$ cat src/rtl/seq_restoring_divider_if.sv
// rtl/seq_restoring_divider_if.sv - start/busy/done handshake and operand/result bundle for the divider
interface seq_restoring_divider_if #(
  parameter int WIDTH = 4
);
  logic             start;
  logic [WIDTH-1:0] dividend;
  logic [WIDTH-1:0] divisor;
  logic [WIDTH-1:0] quotient;
  logic [WIDTH-1:0] remainder;
  logic             busy;
  logic             done;
  logic             div_by_zero;

  // Controller side: issues divides and collects results
  modport master (
    output start, dividend, divisor,
    input  quotient, remainder, busy, done, div_by_zero
  );

  // Divider side
  modport slave (
    input  start, dividend, divisor,
    output quotient, remainder, busy, done, div_by_zero
  );
endinterface

$ cat src/rtl/seq_restoring_divider.sv
// rtl/seq_restoring_divider.sv - unsigned restoring divider, one quotient bit per clock
module seq_restoring_divider #(
  parameter int WIDTH = 4
) (
  input  logic                    clk,
  input  logic                    rst,
  seq_restoring_divider_if.slave  bus
);
  localparam int CW = $clog2(WIDTH + 1);

  typedef enum logic {IDLE, RUN} state_t;

  state_t           state;
  logic [WIDTH-1:0] q_sr;     // dividend shifting out the top, quotient bits shifting in the bottom
  logic [WIDTH-1:0] d_reg;    // captured divisor
  logic [WIDTH-1:0] r_reg;    // partial remainder
  logic [CW-1:0]    cnt;      // iterations left

  logic [WIDTH:0]   trial;
  logic [WIDTH:0]   diff;
  logic [WIDTH-1:0] r_next;
  logic [WIDTH-1:0] q_next;

  // Trial subtraction one bit wider than the operands so a borrow shows up in the MSB
  always_comb begin
    trial  = {r_reg, q_sr[WIDTH-1]};
    diff   = trial - {1'b0, d_reg};
    r_next = diff[WIDTH] ? trial[WIDTH-1:0] : diff[WIDTH-1:0];
    q_next = {q_sr[WIDTH-2:0], ~diff[WIDTH]};
  end

  // Control FSM, iteration datapath and registered result/handshake outputs
  always_ff @(posedge clk or posedge rst) begin
    if (rst) begin
      state           <= IDLE;
      q_sr            <= '0;
      d_reg           <= '0;
      r_reg           <= '0;
      cnt             <= '0;
      bus.quotient    <= '0;
      bus.remainder   <= '0;
      bus.busy        <= 1'b0;
      bus.done        <= 1'b0;
      bus.div_by_zero <= 1'b0;
    end else begin
      bus.done <= 1'b0;
      case (state)
        IDLE: begin
          if (bus.start) begin
            if (bus.divisor != '0) begin
              q_sr            <= bus.dividend;
              d_reg           <= bus.divisor;
              r_reg           <= '0;
              cnt             <= CW'(WIDTH);
              bus.busy        <= 1'b1;
              bus.div_by_zero <= 1'b0;
              state           <= RUN;
            end else begin
              // Zero divisor completes immediately with saturated quotient
              bus.quotient    <= '1;
              bus.remainder   <= bus.dividend;
              bus.div_by_zero <= 1'b1;
              bus.done        <= 1'b1;
            end
          end
        end
        RUN: begin
          r_reg <= r_next;
          q_sr  <= q_next;
          cnt   <= cnt - CW'(1);
          if (cnt == CW'(1)) begin
            // Results are published only on the final iteration
            bus.quotient  <= q_next;
            bus.remainder <= r_next;
            bus.busy      <= 1'b0;
            bus.done      <= 1'b1;
            state         <= IDLE;
          end
        end
        default: state <= IDLE;
      endcase
    end
  end
endmodule

$ cat src/flat_wrapper.sv
// flat-port wrapper written by rule: the top's interface ports become plain ports
module seq_restoring_divider_flat 
#(
  parameter int WIDTH = 4
)
  (clk, rst, bus_start, bus_dividend, bus_divisor, bus_quotient, bus_remainder, bus_busy, bus_done, bus_div_by_zero);
  seq_restoring_divider_if #(.WIDTH(WIDTH)) bus_i ();
  input  logic clk;
  input  logic rst;
  input wire logic [$bits(bus_i.start)-1:0] bus_start;
  input wire logic [$bits(bus_i.dividend)-1:0] bus_dividend;
  input wire logic [$bits(bus_i.divisor)-1:0] bus_divisor;
  output wire logic [$bits(bus_i.quotient)-1:0] bus_quotient;
  output wire logic [$bits(bus_i.remainder)-1:0] bus_remainder;
  output wire logic [$bits(bus_i.busy)-1:0] bus_busy;
  output wire logic [$bits(bus_i.done)-1:0] bus_done;
  output wire logic [$bits(bus_i.div_by_zero)-1:0] bus_div_by_zero;
  assign bus_i.start = bus_start;
  assign bus_i.dividend = bus_dividend;
  assign bus_i.divisor = bus_divisor;
  assign bus_quotient = bus_i.quotient;
  assign bus_remainder = bus_i.remainder;
  assign bus_busy = bus_i.busy;
  assign bus_done = bus_i.done;
  assign bus_div_by_zero = bus_i.div_by_zero;
  seq_restoring_divider #(.WIDTH(WIDTH)) u_core (.clk(clk), .rst(rst), .bus(bus_i));
endmodule
$ cat config.mk
export PLATFORM = sky130hd
export DESIGN_NAME = seq_restoring_divider_flat
export DESIGN_NICKNAME = d
export VERILOG_FILES = /design/src/rtl/seq_restoring_divider_if.sv /design/src/rtl/seq_restoring_divider.sv /design/src/flat_wrapper.sv
export SDC_FILE = /design/constraint.sdc
export NUM_CORES = 1
export LEC_CHECK = 0
export BUFFER_PORTS_ARGS = -buffer_cell sky130_fd_sc_hd__buf_2
export CAP_MARGIN = 20
export CELL_PAD_IN_SITES_DETAIL_PLACEMENT = 1
export CELL_PAD_IN_SITES_GLOBAL_PLACEMENT = 1
export CORE_MARGIN = 5
export CORE_UTILIZATION = 46
export CTS_CLUSTER_SIZE = 30
export DETAILED_ROUTE_END_ITERATION = 10
export HOLD_SLACK_MARGIN = 0.06
export PLACE_DENSITY = 0.81
export SLEW_MARGIN = 20
export SYNTH_ARGS = -nofsm -noshare
export SYNTH_HDL_FRONTEND = slang
export SYNTH_SLANG_ARGS = --single-unit
$ cat constraint.sdc
create_clock -name clk -period 3.3 [get_ports clk]
set_input_delay 0.99 -clock clk [delete_from_list [all_inputs] [get_ports clk]]
set_output_delay 0.99 -clock clk [all_outputs]
set_load 0.005 [all_outputs]
# Word-level counts from Yosys, hierarchy flattened
# Cells that the tools add are included.
dict set report word_totals {
  regBits 27
  inputBits 11
}
dict set report op_classes {
  bitwise 2
  n_eq_ne 5
  n_addsub 2
  n_mux 30
  reduce_logical 6
}
# op count
set ops {}
lappend ops {{4-bit two-way mux} 11}
lappend ops {{4-bit case mux with 2 select lines} 4}
lappend ops {{1-bit two-way mux} 9}
lappend ops {{3-bit AND reduction} 3}
lappend ops {{3-bit two-way mux} 2}
lappend ops {{2-bit inequality test (second input constant)} 3}
lappend ops {{1-bit case mux with 2 select lines} 3}
lappend ops {{3-bit case mux with 2 select lines} 1}
lappend ops {{5-bit by 4-bit subtractor with 5-bit output} 1}
lappend ops {{2-bit AND reduction} 2}
lappend ops {{4-bit nonzero test} 1}
lappend ops {{3-bit by 1-bit == test with 1-bit output (second input constant)} 1}
lappend ops {{3-bit by 1-bit subtractor with 3-bit output (second input constant)} 1}
lappend ops {{2-bit by 1-bit inequality test with 1-bit output (second input constant)} 1}
lappend ops {{1-bit NOT} 2}

# Logic depth before layout (Yosys ltp)
dict set report depth {
  ltp_word 4
  mapped_depth 8
  mapped_depth_nobuf 8
}

# Least setup slack after synthesis
# Ideal clock, no wire load.
dict set report synth_path {
  kind {in2reg}
  from {input port bus_divisor[0]}
  to {register u_core.d_reg[0]}
  cell_stages 4
  path_slack_ps 1319
  n_path_buf 0
  arrival_time_ps 1856
  setup_ps 125
  t_required_ps 3175
  path_cell_list {nor4_4 -> or2b_4 -> nor2_4 -> mux2_4}
}
dict set report synth_between {
  elab_chain_len 2
}
# element line
set synth_lines {}
lappend synth_lines {{start, declared} flat_wrapper.sv:12} ;# input wire logic [$bits(bus_i.divisor)-1:0] bus_divisor;
lappend synth_lines {{4-bit nonzero test} seq_restoring_divider.sv:50} ;# if (bus.divisor != '0) begin
lappend synth_lines {{3-bit AND reduction (no source line)} -}
lappend synth_lines {{end signal, assigned} seq_restoring_divider.sv:52} ;# d_reg <= bus.divisor;
lappend synth_lines {{end, declared} seq_restoring_divider.sv:15} ;# logic [WIDTH-1:0] d_reg;
# Parallel ways exist; a longest one is shown, timed or not.
# A chain may end at the register's enable or synchronous reset.

# Final worst setup path
dict set report layout_path {
  from {register u_core.q_sr[3]}
  to {register u_core.r_reg[3]}
}
dict set report layout_between {
  elab_chain_len 3
}
# element line
set layout_lines {}
lappend layout_lines {{start, declared} seq_restoring_divider.sv:14} ;# logic [WIDTH-1:0] q_sr;
lappend layout_lines {{start signal, assigned} seq_restoring_divider.sv:51} ;# q_sr <= bus.dividend;
lappend layout_lines {{start signal, assigned} seq_restoring_divider.sv:69} ;# q_sr <= q_next;
lappend layout_lines {{5-bit by 4-bit subtractor with 5-bit output} seq_restoring_divider.sv:27} ;# diff = trial - {1'b0, d_reg};
lappend layout_lines {{4-bit two-way mux} seq_restoring_divider.sv:28} ;# r_next = diff[WIDTH] ? trial[WIDTH-1:0] : diff[WIDTH-1:0];
lappend layout_lines {{4-bit case mux with 2 select lines} seq_restoring_divider.sv:47} ;# case (state)
lappend layout_lines {{end signal, assigned} seq_restoring_divider.sv:68} ;# r_reg <= r_next;
lappend layout_lines {{end, declared} seq_restoring_divider.sv:16} ;# logic [WIDTH-1:0] r_reg;
# No other way between the ends.

==> run_results.csv <==
group,metric,value,unit
final_layout,num-fill-cells,357,
hold_path,hold_start,"u_core.bus.div_by_zero",
placed_design,place_congestion,0.754,
synth,synth_fp_nets,169,
timing,setup_tns,0,ps
clock_network,clkSinkCount,27,
detailed_routing,drtIter0Drc,72,
power_and_ir_drop,finalPower,1670,uW
timing,clock-skew-final,4.66,ps
placed_design,place_ws,972,ps
die,rows,20,
power_and_ir_drop,p_per_area,1040,nW/um^2
clock_network,numCtsBuffers,3,
global_routing,track_usage,17.4,%
die,start_util,47.7,%
timing,rsz0062_at_grt,"no",
setup_path,r2r_cells,8,
setup_path,r2r_slack,1060,ps
timing,fmax,447,MHz
hold_path,hold_end,"u_core.bus.div_by_zero",
hold_path,whs_path_depth,1,
final_layout,drive_above_1_share,19.9,%
global_routing,grt_pass1_wl,5.84,mm
final_layout,synthToLayoutAreaGrowth,11.2,%
die,core,3030,um^2
timing,relSlewSlack,55.4,%
synth,yosysUniqueCellTypes,37,
final_layout,regArea,676,um^2
placed_design,numPortBuffers,21,
die,io_pins,22,
clock_network,clock_path_buffers,2,
synth,netlist_instances,151,
final_layout,n_antenna_cell,0,
clock_network,cts_resized,0,
die,die_area,4360,um^2
clock_network,cts_root_buf,"clkbuf_4",
die,die_h,66.1,um
clock_network,tritoncts,"done",
detailed_routing,wl,3.36,mm
run_status,status,"complete, no violations",
synth,async_reset_ff_share,100,%
synth,ys_dominant_reg_cell,"dfrtp_1",
setup_path,required,3500,ps
detailed_routing,drt-pass1-iter-count,4,
placed_design,hpwl,2.56,mm
setup_path,r2r-start,"u_core.q_sr[3]",
die,die_w,66.1,um
clock_network,cts_setup_buffers,0,
detailed_routing,wl_per_cell,15.6,um
timing,maxSlewViolCount,0,
synth,syn-cell-area,1450,um^2
clock_network,clk_latency,330,ps
global_routing,grt-ovfl-total,0,
detailed_routing,num_vias,1157,
synth,synth_edf_count,0,
global_routing,grt_pass1_vias,1239,
setup_path,critical_path_class,"reg -> reg",
setup_path,worstPathMaxFanout,9,
hold_path,hold_class,"reg -> reg",
setup_path,cp_data_arrival_time,2440,ps
setup_path,critPathCaptureType,"register",
synth,synth-seq-cells,27,
clock_network,cts_hold_buf,0,
synth,syn_avg_cell_area,9.57,um^2
detailed_routing,ant_nets,0,
power_and_ir_drop,p_leak,0.000748,uW
detailed_routing,viasPerCell,5.38,
global_routing,antenna_found_initial,0,
timing,setup_violations,0,
setup_path,reg2reg_to,"u_core.r_reg[3]",
clock_network,htree_levels,1,
timing,fin_crit,2240,ps
job,maxCapViolCount,0,
timing,fin_ws,1060,ps
detailed_routing,drc,0,
global_routing,grt_max_degree,28,
timing,tightestPinTransition,668,ps
power_and_ir_drop,ir_drop,0.000562,V
synth,ys_seq_area_share,46.8,%
final_layout,multiInputGateArea,698,um^2
timing,finalCritPeriodShare,67.8,%
final_layout,final_nets,190,
setup_path,startpoint_type,"register",
timing,hold_violations,0,
clock_network,clkTransAtPathRegs,150,ps
synth,yosys_warnings,0,
cell families after synthesis:
kind of cell    after synthesis  synth area share, %
mux                           2                 1.82
flops                        27                 46.8
buf+inv                      16                 4.93
xor+xnor                      4                 2.42
fa+ha+maj                     7                 6.58
simple gates                 60                 21.6
compound gates               35                 15.8
routing by layer:
layer  track usage, %  vias to the layer above  part of all wire (%)
met5                0                        -                     0
li1                 -                      559                     -
met2             29.8                       20                    50
met4             5.84                        0                   1.4
met1             22.2                      573                    45
met3             2.72                        5                   3.5
cells in the final DEF, fill, tap and decap left out, drive strengths merged, types with 2 or more instances in the layout:
master	count
dfrtp	27
buf	22
nand2	19
nor2	17
o21ai	11
inv	10
a21oi	9
a31oi	6
ha	6
nand3	4
a21o	4
nor3	3
nand2b	3
nand3b	3
clkbuf	3
nor2b	2
and3	2
or3	2
a41oi	2
xnor2	2
xor2	2
mux2	2
per-stage QoR:
stage / instance area (um^2) / instances / hold WS [ps] / util (%)
6_report: 1610 / 215 / 523 / 53.1
5_1_grt: 1610 / 215 / 556 / 53.1
4_1_cts: 1610 / 215 / 529 / 53.1
3_5_place_dp: 1580 / 211 / 495 / 52.1
3_3_place_gp: 1580 / 211 / 479 / 52.1
2_1_floorplan: 1450 / 151 / 475 / -
cells in the mapped netlist, drive strengths merged (3+ instances only):
| cell | instances | share of area (%) |
|---|---|---|
| a21o | 4 | 2.6 |
| a31oi | 6 | 2.6 |
| inv | 10 | 2.6 |
| ha | 6 | 5.2 |
| nand2 | 19 | 4.9 |
| buf | 5 | 2.1 |
| nor3 | 3 | 1.0 |
| nand3 | 4 | 1.4 |
| nand2b | 3 | 1.3 |
| o21ai | 11 | 3.8 |
| a21oi | 9 | 3.9 |
| dfrtp | 27 | 47 |
| nand3b | 3 | 1.6 |
| nor2 | 17 | 4.9 |
power breakdown:
part	internal [uW]	leakage (uW)	switching, uW
clock	45.6	0.0000177	102
combinational	390	0.000413	492
sequential	491	0.000317	148
worst max-delay path: stages (launching register included):
cell and delay [ps]:
dfrtp_1 400, inv_1 60, ha_1 210, fa_1 400, nand2b_1 190, a21oi_4 260, xor2_1 300, nand2b_1 180
a31oi_1 90
layout make-up:
cell class | instances | area share (%)
clock inverters | 1 | 0.312
multi-input cells | 108 | 43.5
clock buffers | 3 | 1.40
inverters | 10 | 2.34
flip-flops and latches | 27 | 42.1
well taps | 44 | 3.43
repair buffers | 22 | 7.01
worst max path at each step:
stage / end / startpoint / cells past startpoint
floorplan: u_core.d_reg[0] / bus_divisor[0] / 4
global placement: u_core.bus.remainder[2] / bus_divisor[0] / 5
detailed placement: u_core.bus.remainder[2] / bus_divisor[0] / 5
CTS: u_core.r_reg[3] / u_core.q_sr[3] / 8
global route: u_core.r_reg[3] / u_core.q_sr[3] / 8
finish: u_core.r_reg[3] / u_core.q_sr[3] / 8
Power figures use the tool's default switching activity.
